File: src/rtl/alu_share_pkg.sv
// Shared definitions for the ALU sharing controller: FSM state encoding,
// ALU operation encodings and operation-class helpers.
package alu_share_pkg;

    localparam int ALU_OP_W = 6;

    // Controller FSM states
    typedef enum logic [1:0] {
        ST_IDLE = 2'd0,
        ST_EXEC = 2'd1,
        ST_RESP = 2'd2
    } state_e;

    // ALU operation encodings
    localparam logic [ALU_OP_W-1:0] ALUOP_ADD  = 6'd0;
    localparam logic [ALU_OP_W-1:0] ALUOP_SUB  = 6'd1;
    localparam logic [ALU_OP_W-1:0] ALUOP_AND  = 6'd2;
    localparam logic [ALU_OP_W-1:0] ALUOP_OR   = 6'd3;
    localparam logic [ALU_OP_W-1:0] ALUOP_XOR  = 6'd4;
    localparam logic [ALU_OP_W-1:0] ALUOP_NOR  = 6'd5;
    localparam logic [ALU_OP_W-1:0] ALUOP_SLT  = 6'd6;
    localparam logic [ALU_OP_W-1:0] ALUOP_SLTU = 6'd7;
    localparam logic [ALU_OP_W-1:0] ALUOP_SLL  = 6'd8;
    localparam logic [ALU_OP_W-1:0] ALUOP_SRL  = 6'd9;
    localparam logic [ALU_OP_W-1:0] ALUOP_SRA  = 6'd10;
    localparam logic [ALU_OP_W-1:0] ALUOP_LUI  = 6'd11;
    localparam logic [ALU_OP_W-1:0] ALUOP_BEQ  = 6'd16;
    localparam logic [ALU_OP_W-1:0] ALUOP_BNE  = 6'd17;
    localparam logic [ALU_OP_W-1:0] ALUOP_BGEZ = 6'd18;
    localparam logic [ALU_OP_W-1:0] ALUOP_BGTZ = 6'd19;
    localparam logic [ALU_OP_W-1:0] ALUOP_BLEZ = 6'd20;
    localparam logic [ALU_OP_W-1:0] ALUOP_BLTZ = 6'd21;

    // Branch compares: result lives only in the zero flag
    function automatic logic is_cmp_op(input logic [ALU_OP_W-1:0] op);
        return (op == ALUOP_BEQ)  || (op == ALUOP_BNE)  || (op == ALUOP_BGEZ) ||
               (op == ALUOP_BGTZ) || (op == ALUOP_BLEZ) || (op == ALUOP_BLTZ);
    endfunction

    // Set-less-than: result valid on both data and zero flag
    function automatic logic is_slt_op(input logic [ALU_OP_W-1:0] op);
        return (op == ALUOP_SLT) || (op == ALUOP_SLTU);
    endfunction

endpackage

File: src/rtl/alu_share_grant.sv
// Two-way grant for the ALU sharing controller.
// ALU_SHARE_RR_EN defined: round-robin between simultaneous requesters.
// ALU_SHARE_RR_EN undefined: fixed priority, requester 0 always wins.
module alu_share_grant (
    input  logic clk,
    input  logic rst,
    input  logic req0_valid_i,
    input  logic req1_valid_i,
    input  logic accept_i,
    output logic grant_o
);

`ifdef ALU_SHARE_RR_EN
    logic last_grant_q;
    logic last_grant_d;

    // Pick the requester that was not served last when both ask
    always_comb begin
        grant_o = 1'b0;
        if (req0_valid_i && req1_valid_i) begin
            grant_o = ~last_grant_q;
        end else if (req1_valid_i) begin
            grant_o = 1'b1;
        end
    end

    // Remember the winner of every accepted request
    always_comb begin
        last_grant_d = last_grant_q;
        if (accept_i) begin
            last_grant_d = grant_o;
        end
    end

    // last_grant starts at 1 so requester 0 wins the first tie
    always_ff @(posedge clk or posedge rst) begin
        if (rst) begin
            last_grant_q <= 1'b1;
        end else begin
            last_grant_q <= last_grant_d;
        end
    end
`else
    logic unused_rr_inputs;

    // Fixed priority: requester 1 only when requester 0 is idle
    always_comb begin
        grant_o = ~req0_valid_i & req1_valid_i;
    end

    assign unused_rr_inputs = ^{clk, rst, accept_i};
`endif

endmodule

File: src/rtl/alu_share_ctrl.sv
// Time-shares one combinational ALU between two valid/ready requesters.
// Flow per op: IDLE (accept) -> EXEC (drive ALU, capture) -> RESP (hold result).
// Optional macro ALU_SHARE_RR_EN selects round-robin arbitration in alu_share_grant.
module alu_share_ctrl
    import alu_share_pkg::*;
#(
    parameter int DATA_W  = 32,
    parameter int OP_W    = ALU_OP_W,
    parameter int SHAMT_W = 5,
    parameter int ZERO_W  = 2
) (
    input  logic               clk,
    input  logic               rst,
    input  logic               flush_i,
    input  logic               req0_valid_i,
    output logic               req0_ready_o,
    input  logic [OP_W-1:0]    req0_aluop_i,
    input  logic [DATA_W-1:0]  req0_src0_i,
    input  logic [DATA_W-1:0]  req0_src1_i,
    input  logic [SHAMT_W-1:0] req0_shamt_i,
    input  logic               req1_valid_i,
    output logic               req1_ready_o,
    input  logic [OP_W-1:0]    req1_aluop_i,
    input  logic [DATA_W-1:0]  req1_src0_i,
    input  logic [DATA_W-1:0]  req1_src1_i,
    input  logic [SHAMT_W-1:0] req1_shamt_i,
    output logic               resp0_valid_o,
    input  logic               resp0_ready_i,
    output logic [DATA_W-1:0]  resp0_data_o,
    output logic [ZERO_W-1:0]  resp0_zero_o,
    output logic               resp1_valid_o,
    input  logic               resp1_ready_i,
    output logic [DATA_W-1:0]  resp1_data_o,
    output logic [ZERO_W-1:0]  resp1_zero_o,
    output logic [OP_W-1:0]    alu_aluop_o,
    output logic [DATA_W-1:0]  alu_src0_o,
    output logic [DATA_W-1:0]  alu_src1_o,
    output logic [SHAMT_W-1:0] alu_shamt_o,
    input  logic [DATA_W-1:0]  alu_aluout_i,
    input  logic [ZERO_W-1:0]  alu_zero_i
);

    state_e             state_q, state_d;
    logic               owner_q, owner_d;
    logic [OP_W-1:0]    op_q, op_d;
    logic [DATA_W-1:0]  src0_q, src0_d;
    logic [DATA_W-1:0]  src1_q, src1_d;
    logic [SHAMT_W-1:0] shamt_q, shamt_d;
    logic [DATA_W-1:0]  data_q, data_d;
    logic [ZERO_W-1:0]  zero_q, zero_d;
    logic               grant;
    logic               accept;

    alu_share_grant u_grant (
        .clk          (clk),
        .rst          (rst),
        .req0_valid_i (req0_valid_i),
        .req1_valid_i (req1_valid_i),
        .accept_i     (accept),
        .grant_o      (grant)
    );

    // Both responders see the same captured result; only the owner's valid rises
    assign resp0_data_o = data_q;
    assign resp0_zero_o = zero_q;
    assign resp1_data_o = data_q;
    assign resp1_zero_o = zero_q;

    // FSM next state, operand/result capture and all handshake/ALU outputs
    always_comb begin
        state_d       = state_q;
        owner_d       = owner_q;
        op_d          = op_q;
        src0_d        = src0_q;
        src1_d        = src1_q;
        shamt_d       = shamt_q;
        data_d        = data_q;
        zero_d        = zero_q;
        accept        = 1'b0;
        req0_ready_o  = 1'b0;
        req1_ready_o  = 1'b0;
        resp0_valid_o = 1'b0;
        resp1_valid_o = 1'b0;
        alu_aluop_o   = '0;
        alu_src0_o    = '0;
        alu_src1_o    = '0;
        alu_shamt_o   = '0;

        unique case (state_q)
            ST_IDLE: begin
                // A flush in IDLE simply suppresses acceptance for that cycle
                if (!flush_i) begin
                    req0_ready_o = ~grant & req0_valid_i;
                    req1_ready_o = grant & req1_valid_i;
                end
                if (req0_ready_o || req1_ready_o) begin
                    accept  = 1'b1;
                    owner_d = grant;
                    state_d = ST_EXEC;
                    if (grant) begin
                        op_d    = req1_aluop_i;
                        src0_d  = req1_src0_i;
                        src1_d  = req1_src1_i;
                        shamt_d = req1_shamt_i;
                    end else begin
                        op_d    = req0_aluop_i;
                        src0_d  = req0_src0_i;
                        src1_d  = req0_src1_i;
                        shamt_d = req0_shamt_i;
                    end
                end
            end
            ST_EXEC: begin
                alu_aluop_o = op_q;
                alu_src0_o  = src0_q;
                alu_src1_o  = src1_q;
                alu_shamt_o = shamt_q;
                if (flush_i) begin
                    state_d = ST_IDLE;
                end else begin
                    state_d = ST_RESP;
                    // The ALU leaves stale values on fields an op does not define
                    if (is_cmp_op(op_q)) begin
                        data_d = '0;
                        zero_d = alu_zero_i;
                    end else if (is_slt_op(op_q)) begin
                        data_d = alu_aluout_i;
                        zero_d = alu_zero_i;
                    end else begin
                        data_d = alu_aluout_i;
                        zero_d = '0;
                    end
                end
            end
            ST_RESP: begin
                resp0_valid_o = ~owner_q;
                resp1_valid_o = owner_q;
                // Flush wins over a same-cycle response handshake
                if (flush_i) begin
                    state_d = ST_IDLE;
                end else if (owner_q ? resp1_ready_i : resp0_ready_i) begin
                    state_d = ST_IDLE;
                end
            end
            default: begin
                state_d = ST_IDLE;
            end
        endcase
    end

    // State, operand and result registers; async reset clears all of them
    always_ff @(posedge clk or posedge rst) begin
        if (rst) begin
            state_q <= ST_IDLE;
            owner_q <= 1'b0;
            op_q    <= '0;
            src0_q  <= '0;
            src1_q  <= '0;
            shamt_q <= '0;
            data_q  <= '0;
            zero_q  <= '0;
        end else begin
            state_q <= state_d;
            owner_q <= owner_d;
            op_q    <= op_d;
            src0_q  <= src0_d;
            src1_q  <= src1_d;
            shamt_q <= shamt_d;
            data_q  <= data_d;
            zero_q  <= zero_d;
        end
    end

endmodule
File: config.mk
export PLATFORM = sky130hd
export DESIGN_NAME = alu_share_ctrl
export DESIGN_NICKNAME = d
export VERILOG_FILES = /design/src/rtl/alu_share_pkg.sv /design/src/rtl/alu_share_grant.sv /design/src/rtl/alu_share_ctrl.sv
export SDC_FILE = /design/constraint.sdc
export NUM_CORES = 1
export LEC_CHECK = 0
export BUFFER_PORTS_ARGS = -buffer_cell sky130_fd_sc_hd__buf_2
export CAP_MARGIN = 15
export CELL_PAD_IN_SITES_DETAIL_PLACEMENT = 0
export CELL_PAD_IN_SITES_GLOBAL_PLACEMENT = 1
export CORE_MARGIN = 3
export CORE_UTILIZATION = 33
export DETAILED_ROUTE_END_ITERATION = 12
export GPL_ROUTABILITY_DRIVEN = 0
export PLACE_DENSITY_LB_ADDON = 0.1
export SLEW_MARGIN = 20
export SYNTH_ARGS = -nofsm -noshare
export SYNTH_HDL_FRONTEND = slang
export SYNTH_HIERARCHICAL = 1
export SYNTH_SLANG_ARGS = --single-unit
export TNS_END_PERCENT = 50
File: constraint.sdc
create_clock -name clk -period 5 [get_ports clk]
set_input_delay 1 -clock clk [delete_from_list [all_inputs] [get_ports clk]]
set_output_delay 1 -clock clk [all_outputs]
set_load 0.02 [all_outputs]
Word level (Yosys, flattened, before mapping):

Cells that the tools add are included.

* output and inout bits: 147
* input bits: 191
* bits in writable memories: 0
* latch bits: 0
* word-level logic and storage cells: 63
* flip-flop bits (word level): 112
* ROM bits: 0
* memories kept: 0

* multiply operators: 0
* shift-type cells: 0
* $lt $le $gt $ge: 0
* bitwise logic cells: 7
* div/mod/pow operators: 0
* mux-type cells: 25
* add/sub/neg operators: 0
* equality and inequality tests: 12
* reductions and logical operators: 11

Operators by type and width (number)
* 2-to-1 mux 32 bit: 5
* == test 6 x 5 -> 1 bit, second input constant: 6
* == test 6 x 3 -> 1 bit, second input constant: 2
* 2-to-1 mux 2 bit: 6
* 2-to-1 mux 6 bit: 2
* 2-to-1 mux 5 bit: 2
* 2-to-1 mux 1 bit: 9
* logical OR 1 bit: 7
* one-hot mux 2 bit (3 select lines): 1
* AND reduction 2 bit: 3
* inverter 1 bit: 4
* bitwise AND 1 bit: 3
* inequality test 3 bit, second input constant: 1
* == test 2 x 1 -> 1 bit, second input constant: 1
* == test 2 bit, second input constant: 1
* zero test 2 bit: 1
* inequality test 2 bit, second input constant: 1

Longest topological paths before layout:

* depth in word-level cells: 9
* mapped depth: 7
* gate-level depth less buffers: 4

Hierarchy:

Netlist, hierarchy kept.

By module, submodules not included
* alu_share_ctrl: times used 1, cells each 502, area each 6003.3 µm²
* alu_share_grant: times used 1, cells each 1, area each 13.8 µm²

Worst setup path before layout:

No wires, ideal clock.

* path kind: input to output
* start point: input req1_valid_i
* end point: output req0_ready_o
* path buffers: 1
* setup slack: 2.265 ns
* required time: 4.000 ns
* cell stages on the path: 4
* data arrival time: 1.735 ns
* cell sequence: nor2b_4 clkbuf_1 nand2b_1 nor2_1

* cells in the longest elaborated chain, start to end: 6

RTL lines
* start, declared: line alu_share_ctrl.sv:21 `input logic req1_valid_i,`
* bitwise AND 1 bit: line alu_share_grant.sv:48 `grant_o = ~req0_valid_i & req1_valid_i;`
* inverter 1 bit: line alu_share_ctrl.sv:93 `req0_ready_o = ~grant & req0_valid_i;`
* bitwise AND 1 bit: line alu_share_ctrl.sv:93
* 2-to-1 mux 1 bit: line alu_share_ctrl.sv:92 `if (!flush_i) begin`
* 2-to-1 mux 1 bit (2 in series): line alu_share_ctrl.sv:89 `unique case (state_q)`
* end, declared: line alu_share_ctrl.sv:16 `output logic req0_ready_o,`

No other way between the ends. The select of a mux whose other input is x is not followed.

Worst setup path in the final report:

* start point: register state_q[1]
* end point: output alu_src0_o[13]

* cells in the longest elaborated chain, start to end: 2

RTL lines
* start, declared: line alu_share_ctrl.sv:43 `state_e state_q, state_d;`
* start signal, assigned: line alu_share_ctrl.sv:163 `state_q <= state_d;`
* == test 2 x 1 -> 1 bit: line alu_share_ctrl.sv:89
* 2-to-1 mux 32 bit: line alu_share_ctrl.sv:89
* end, declared: line alu_share_ctrl.sv:36 `output logic [DATA_W-1:0] alu_src0_o,`

No other way between the ends.

==> reports/summary.txt <==
fill count - 1728
first-pass GRT wire length - 26100 um
Root Driver - clkbuf_16
FF-to-FF Start - state_q[0]
clock tree buffer depth - 2
met2 wire length - 8350 um
WL/cell - 16.5 um
Final Cycle Share - 0.661
via count - 4711
max_slew headroom - 0.323
number of global-route vias before repair - 4922
Hold Worst Slack - 478 ps
crit path launch type - flop
Worst R2R Setup Slack - 2670 ps
Residual DRC - 0
Final ANT Viol Nets - 0
hold crit path type - flop to flop
initial antenna violation count - 1
Post-CTS Setup Bufs - 0
Final nets - 977
syn_nets - 693
num ports - 338
Routed WL - 16800 um
Max Clk Rate - 302 MHz
Pwr per Cell Area - 395 nW/um^2
Die Y-Extent - 141 um
final hold vios - 0
VDD IR max - 0.208 mV
DR top layer - met4
critical-path cell list - nor2b_4 > buf_4 > and2_1 > buf_2
Place WS - 1950 ps
Die W - 141 um
Starting Density - 0.343
Setup TNS - 0 ps
CTS tree - yes
hold_buf cts - 0
r2r endpoint - src0_q[27]
crit end category - output pin
CTS sink count - 112
Synth Instances - 502
final worst slack - 1690 ps
crit-path max cell delay - 700 ps
clk_lat worst skew - 350 ps
I/O Buffers - 337
Data arrival, critical path - 2310 ps
largest net degree at the start of global routing - 82
Crit-path slowest cell - nor2b_4
DRT met1 WL - 6810 um
total global-route track usage - 0.165
Die Area - 19900 um^2
Total Power - 3.14 mW
Core ar. - 17500 um^2
clk_skew - 6.11 ps
Post-CTS Resized - 0
gr ovfl total - 0
Final min period - 3310 ps
max-slew violations - 0
cell area after synthesis - 6010 um^2
H-Tree Depth - 3
worst endpoint required time - 4000 ps
number of detailed-route iterations in the first pass - 4
Area growth, synth to finish - 32.1%
measured slew at the worst slew-check pin - 1020 ps
CTS Buf Count - 9
vias per inst - 4.63
Mapped Avg Cell Area - 12.0 um^2
Warnings, synthesis - 6
layout cells sized above 1 - 0.602
Lkg Pwr - 3.99 nW
Final HPWL DP - 12600 um
crit path to - alu_src0_o[13]
CP Max Fanout - 49
status - finished clean
Worst Reg-to-Reg Cells - 4
Crit Path Class - flop to output pin
Max Cap Viol - 0
# setup viols final - 0
commonest cells after routing, fill and taps aside - buf_2 (337), dfrtp_1 (112), mux2_2 (111)
# rows - 48
1st-iter DRT viols - 149
critical path startpoint - state_q[1]
clock transition at the registers of the reported paths - 70 ps
DR WL met3 - 1320 um
RSZ-0062 raised after global routing - no
commonest non-fill, non-tap cell in the layout - buf_2
[power breakdown]
group / leakage, nW / internal [mW] / switching (mW)
Sequential: 1.35 / 1.16 / 0.150
Combinational: 2.47 / 0.450 / 0.568
Clock: 0.162 / 0.489 / 0.324
[critical path: cells and delay by family (launching register included)]
family | cells | cell delay (ps)
buffers and inverters | 2 | 590
DFF | 1 | 450
and+or+nand+nor | 2 | 880
[sequential cells by signal (all words and copies together), names as in the netlist]
name,cells
src0_q,32
owner_q,1
shamt_q,5
resp0_zero_o,2
state_q,2
op_q,6
src1_q,32
resp0_data_o,32
[how the worst min path moves through the flow]
stage / slack, ps / from / cells past startpoint / end
2_1_floorplan: 450 / shamt_q[0] / 1 / shamt_q[0]
3_5_place_dp: 470 / src1_q[25] / 1 / src1_q[25]
4_1_cts: 480 / src0_q[0] / 1 / src0_q[0]
5_1_grt: 490 / shamt_q[2] / 1 / shamt_q[2]
3_3_place_gp: 460 / src1_q[30] / 1 / src1_q[30]
6_report: 480 / src0_q[1] / 1 / src0_q[1]
[metal layers]
metal / track usage / vias to the layer above
li1: - / 2263
met3: 0.0390 / 19
met4: 0.0637 / 0
met1: 0.196 / 2234
met2: 0.289 / 195
met5: 0 / -
[through the flow]
step / cell area (um^2) / instances / utilization
2_1_floorplan: 6010 / 502 / -
3_3_place_gp: 7600 / 1000 / 0.433
3_5_place_dp: 7600 / 1000 / 0.433
4_1_cts: 7930 / 1016 / 0.452
5_1_grt: 7940 / 1017 / 0.453
6_report: 7940 / 1018 / 0.453
[layout make-up]
cell class | count | area, um^2 | share of cell area
antenna | 2 | 5.00 | 0.000630
clock buffer | 10 | 229 | 0.0288
clock inverter | 6 | 108 | 0.0135
inverter | 2 | 12.5 | 0.00158
multi-input combinational | 318 | 2770 | 0.349
sequential | 112 | 2800 | 0.353
tap | 225 | 282 | 0.0354
timing repair buffer | 343 | 1730 | 0.218
(Power assumes the default switching activity.)
